==> src/rtl/mem_copier_pkg.sv <==
// mem_copier shared types: FSM states and command mode encodings.
// Imported by the block-move engine.
package mem_copier_pkg;

  typedef enum logic [1:0] {
    IDLE,
    COPY,
    FILL,
    DONE
  } state_t;

  localparam logic MODE_COPY = 1'b0;
  localparam logic MODE_FILL = 1'b1;

endpackage

==> src/rtl/mem_copier.sv <==
// Block-move engine: forward copy or constant fill over a ram port pair.
// RAM-side outputs decode from registered state only.
module mem_copier
  import mem_copier_pkg::*;
#(
  parameter int DATA_WIDTH = 8,
  parameter int ADDR_WIDTH = 16
) (
  input  logic                  clk,
  input  logic                  rst_n,
  input  logic                  start,
  input  logic                  mode,
  input  logic [ADDR_WIDTH-1:0] src,
  input  logic [ADDR_WIDTH-1:0] dst,
  input  logic [ADDR_WIDTH-1:0] len,
  input  logic [DATA_WIDTH-1:0] fill,
  input  logic                  abort,
  output logic                  busy,
  output logic                  done,
  output logic                  ram_re,
  output logic [ADDR_WIDTH-1:0] ram_ar,
  output logic                  ram_we,
  output logic [ADDR_WIDTH-1:0] ram_aw,
  output logic [DATA_WIDTH-1:0] ram_x,
  input  logic [DATA_WIDTH-1:0] ram_y
);

  localparam logic [ADDR_WIDTH-1:0] ONE = ADDR_WIDTH'(1);

  state_t                state_q, state_d;
  logic [ADDR_WIDTH-1:0] k_q, k_d;
  logic [ADDR_WIDTH-1:0] src_q, dst_q, len_q;
  logic [DATA_WIDTH-1:0] fill_q;
  logic [ADDR_WIDTH-1:0] ar_q, aw_q;

  logic                  in_copy, in_fill;
  logic                  copy_we;
  logic                  accept;
  logic [ADDR_WIDTH-1:0] rd_off;

  assign accept = (state_q == IDLE) && start;

  always_ff @(posedge clk or negedge rst_n) begin
    if (!rst_n) begin
      state_q <= IDLE;
      k_q     <= '0;
    end else begin
      state_q <= state_d;
      k_q     <= k_d;
    end
  end

  always_comb begin
    state_d = state_q;
    k_d     = k_q;
    unique case (state_q)
      IDLE: begin
        if (start) begin
          k_d = '0;
          if (len == '0)
            state_d = DONE;
          else if (mode == MODE_FILL)
            state_d = FILL;
          else
            state_d = COPY;
        end
      end
      COPY: begin
        if (abort || k_q == len_q)
          state_d = DONE;
        else
          k_d = k_q + ONE;
      end
      FILL: begin
        if (abort || k_q == len_q - ONE)
          state_d = DONE;
        else
          k_d = k_q + ONE;
      end
      DONE: state_d = IDLE;
      default: state_d = IDLE;
    endcase
  end

  always_ff @(posedge clk or negedge rst_n) begin
    if (!rst_n) begin
      src_q  <= '0;
      dst_q  <= '0;
      len_q  <= '0;
      fill_q <= '0;
      ar_q   <= '0;
      aw_q   <= '0;
    end else begin
      if (accept) begin
        src_q  <= src;
        dst_q  <= dst;
        len_q  <= len;
        fill_q <= fill;
      end
      ar_q <= ram_ar;
      aw_q <= ram_aw;
    end
  end

  // The drain cycle (k == len) re-reads the last address so ram_y stays driven.
  assign in_copy = (state_q == COPY);
  assign in_fill = (state_q == FILL);
  assign copy_we = in_copy && (k_q != '0);
  assign rd_off  = (k_q == len_q) ? len_q - ONE : k_q;

  always_comb begin
    busy   = (state_q != IDLE);
    done   = (state_q == DONE);
    ram_re = in_copy;
    ram_we = copy_we || in_fill;
    ram_ar = in_copy ? src_q + rd_off : ar_q;
    ram_aw = aw_q;
    ram_x  = '0;
    if (copy_we) begin
      ram_aw = dst_q + k_q - ONE;
      ram_x  = ram_y;
    end else if (in_fill) begin
      ram_aw = dst_q + k_q;
      ram_x  = fill_q;
    end
  end

endmodule
==> config.mk <==
export PLATFORM = sky130hd
export DESIGN_NAME = mem_copier
export DESIGN_NICKNAME = d
export VERILOG_FILES = /design/src/rtl/mem_copier_pkg.sv /design/src/rtl/mem_copier.sv
export SDC_FILE = /design/constraint.sdc
export NUM_CORES = 1
export LEC_CHECK = 0
export CAP_MARGIN = 15
export CORE_AREA = 2 2 124 126
export CTS_CLUSTER_DIAMETER = 200
export DETAILED_ROUTE_END_ITERATION = 16
export DIE_AREA = 0 0 126 128
export DONT_BUFFER_PORTS = 1
export PLACE_DENSITY = 0.68
export SLEW_MARGIN = 20
export SYNTH_ARGS = -nofsm -noshare
export SYNTH_HDL_FRONTEND = slang
export SYNTH_SLANG_ARGS = --single-unit
export TNS_END_PERCENT = 20
==> constraint.sdc <==
create_clock -name clk -period 5.9 [get_ports clk]
set_clock_uncertainty 0.2 [all_clocks]
set_input_delay 1.475 -clock clk [delete_from_list [all_inputs] [get_ports clk]]
set_output_delay 1.475 -clock clk [all_outputs]
set_load 0.005 [all_outputs]
==> results by group <==
Setup path
  • Worst reg2reg setup slack: 1.82 ns
  • CP endpoint kind: output port
  • Critical path arrival: 4.12 ns
  • Worst r2r dst: ar_q[14]$_DFF_PN0_
  • Crit path kind: reg2out
  • Worst endpoint required time: about 4.2 ns
  • R2R depth: 15
  • Worst setup SP type: flop
  • Reg2reg start: k_q[4]$_DFFE_PN0P_
  • Crit-path max FO: 3

Logic synthesis
  • Top cells by area, synth: dfrtp_1 (36%), mux2_2 (10%), ha_1 (7.0%)
  • Ys flop type: dfrtp_1
  • Post-Synthesis Cell Area: roughly 7300 um^2
  • Leading area contributor after synthesis: dfrtp_1
  • Syn_nets: about 900
  • Synth Warn #: 0
  • #FFs+latches synth: between 100 and 150
  • Syn Inst Count: around 770
  • Yosys top cell area share: between 30% and 40%
  • Mapped Avg Cell Area: about 9.5 um^2
  • Count of different cell masters after synthesis: 73
  • Post-synth EDFFs: 0
  • Synth top cells by count: dfrtp_1 (106), nand2_1 (69), mux2_2 (66)
  • Count leader, synth: dfrtp_1
  • Ys async rst share: 100%
  • Sequential fraction of the synthesis area: 36.2%

Flow run
  • Max-Cap Viols: 0

Min path
  • Hold depth: 1
  • Hold path endpoint: ar_q[13]$_DFF_PN0_
  • Hold Path Class: reg2reg
  • Hold_sp: ar_q[13]$_DFF_PN0_

Clock tree
  • Worst-Skew Late Latency: 0.37 ns
  • Longest Clk Path Bufs: 2
  • Clock transition at path regs: ~0.06 ns
  • CTS Root Buffer Type: clkbuf_16
  • H-tree depth: 3
  • TritonCTS clock tree: done
  • Num CTS Buffers: 9
  • CTS Sinks: 106

Final layout
  • ANT cells: 0
  • Non-Filler Instances: 965
  • Layout cells sized above 1: 23.2%
  • Fillers: between 1000 and 1500
  • Multi-input logic area: ~4600 um^2
  • Reg area: 2650 um^2
  • P&R area growth vs syn: 12.1%
  • Fin nets: roughly 880

Drt
  • Top sig layer: met4
  • WL met2: between 9000 and 10000 um
  • Final wirelength: 18800 um
  • Met1 wire length: about 7700 um
  • Via count: around 5800
  • 1st-iter DRT viols: between 300 and 400
  • Vias/cell: 5.98
  • Routed Antenna Nets: 0
  • Wire per inst: ~20 um
  • DRC: 0
  • Met3 Wirelength: 1010 um
  • First-pass DRT Iterations: 5

Place
  • Routability congestion estimate: between 0.9 and 1
  • IO Port Bufs: 0
  • Placed wire-length estimate: 14100 um
  • Cells after DPL: approximately 950

STA
  • Final setup fails: 0
  • Crit path time final: roughly 5.8 ns
  • Worst Tran Pin Value: 0.812 ns
  • Count of pins over their slew limit: 0
  • Max frequency: between 150 and 200 MHz
  • Hold slack: 0.312 ns
  • Max_slew headroom: between 40 and 50%
  • Final period util: 98.3%
  • RSZ-0062 raised after global routing: yes
  • Final Hold Fails: 0

Die
  • Die W: about 130 um
  • Initial Util: between 40 and 50%
  • I/O pin count: approximately 110
  • Rows: 45
  • Die area: 16100 um^2
  • Die Y: ~130 um
  • Core ar.: between 10000 and 15000 um^2

GRT
  • Global Route Usage Sum: a little under a quarter
  • Largest net degree at the start of global routing: about 110
  • Final global-route overflow total: 0
  • First-pass GRT wire length: around 30000 um
  • Initial antenna violation count: 0
  • Vias in the first global route: 5815

Status
  • Status: complete, no violations
-- registers in the layout, indices dropped and copies added, names as in the netlist --
name,flops
state_q,2
ar_q,16
fill_q,8
k_q,16
len_q,16
src_q,16
aw_q,16
dst_q,16
-- routing by layer --
| layer | GRT usage [%] | vias up |
|---|---|---|
| met2 | 40.5 | 177 |
| met4 | 10.4 | 0 |
| li1 | - | 2785 |
| met3 | 5.68 | 45 |
| met1 | 27.9 | 2765 |
| met5 | 0 | - |
-- critical path: stages, from the launching register on --
cell and delay, ns:
dfrtp_1 0.41, xor2_2 0.19, nand4b_1 0.20, nor3_2 0.23, and2_4 0.20, a21oi_1 0.08, ha_2 0.20, fa_2 0.35
a21o_1 0.17, a21oi_2 0.15, o21bai_2 0.12, a2111oi_4 0.44, o311ai_4 0.13, o311a_1 0.32, or3_1 0.31, a31o_2 0.27
-- area by class of cell --
class	count	area share [%]
multi-input cells	593	56.1
flip-flops and latches	106	32.3
repair buffers	44	4.07
clock buffers	13	3.17
well taps	188	2.87
inverters	18	0.823
clock inverters	3	0.579
-- worst max-delay path by stage --
stage                              start  cells after the start         end  slack, ns
floorplan            k_q[12]$_DFFE_PN0P_                     18  ram_ar[14]       0.05
global placement     k_q[11]$_DFFE_PN0P_                     15  ram_ar[14]       0.14
detailed placement   k_q[12]$_DFFE_PN0P_                     15  ram_ar[14]       0.02
CTS                 len_q[4]$_DFFE_PN0P_                     17  ram_ar[14]       0.01
global route        len_q[1]$_DFFE_PN0P_                     16  ram_ar[14]      -0.08
finish                k_q[4]$_DFFE_PN0P_                     15  ram_ar[14]       0.10
-- through the flow --
step                area (um^2)  util, %  setup WS, ns  setup TNS, ns
floorplan                  7330        -        0.0520              0
global placement           7680     51.7         0.139              0
detailed placement         7680     51.7        0.0203              0
CTS                        8060     54.3        0.0108              0
global route               8210     55.2       -0.0774        -0.0823
finish                     8210     55.2         0.101              0
-- kinds of logic after synthesis --
logic type / share of synthesized area [%]
AND/OR/NAND/NOR: 17.2
AO/OA/AOI/OAI: 15.8
flip-flops: 36.2
XOR/XNOR: 8.69
multiplexers: 10.7
buffers and inverters: 3.78
adder cells (fa/ha/maj): 7.56
-- cells in the final DEF, fill, tap and decap left out, types with 3 or more instances in the layout --
master	synthesis	layout
nand3b_1	8	8
a2111o_1	3	3
o221ai_1	11	11
buf_4	0	43
a21o_1	12	12
or2_2	4	4
nor4_1	11	11
o31ai_1	6	5
a211oi_1	22	21
xnor2_1	43	34
nor3_1	15	13
or4_1	9	9
xor2_1	27	25
a21oi_2	0	5
a21oi_1	46	41
xnor2_2	0	9
or3_1	5	5
nand2b_1	3	3
o211ai_1	3	3
nor2_1	45	45
inv_1	18	18
nand4_1	4	4
o21a_1	4	4
dfrtp_1	106	105
nor2b_1	15	15
a31oi_1	4	4
nand3_1	18	18
nand2_1	69	68
mux2_2	66	66
and3_1	10	10
clkbuf_16	0	9
mux2i_1	4	4
ha_1	41	39
o21ai_0	29	28
nor3_2	2	4
-- repair_timing --
| action | in CTS | in global routing |
|---|---|---|
| resized for setup | 14 | 24 |
| pin swaps | 3 | 4 |
| buffers inserted | 1 | 2 |
| endpoints found under the setup margin | 4 | 6 |
| endpoints found under the hold margin | 0 | 0 |
| hold buffers | 0 | 0 |
Power is left out: the tool's default activity adds up to more than one toggle a clock period on the data nets, which glitch-free logic cannot reach.
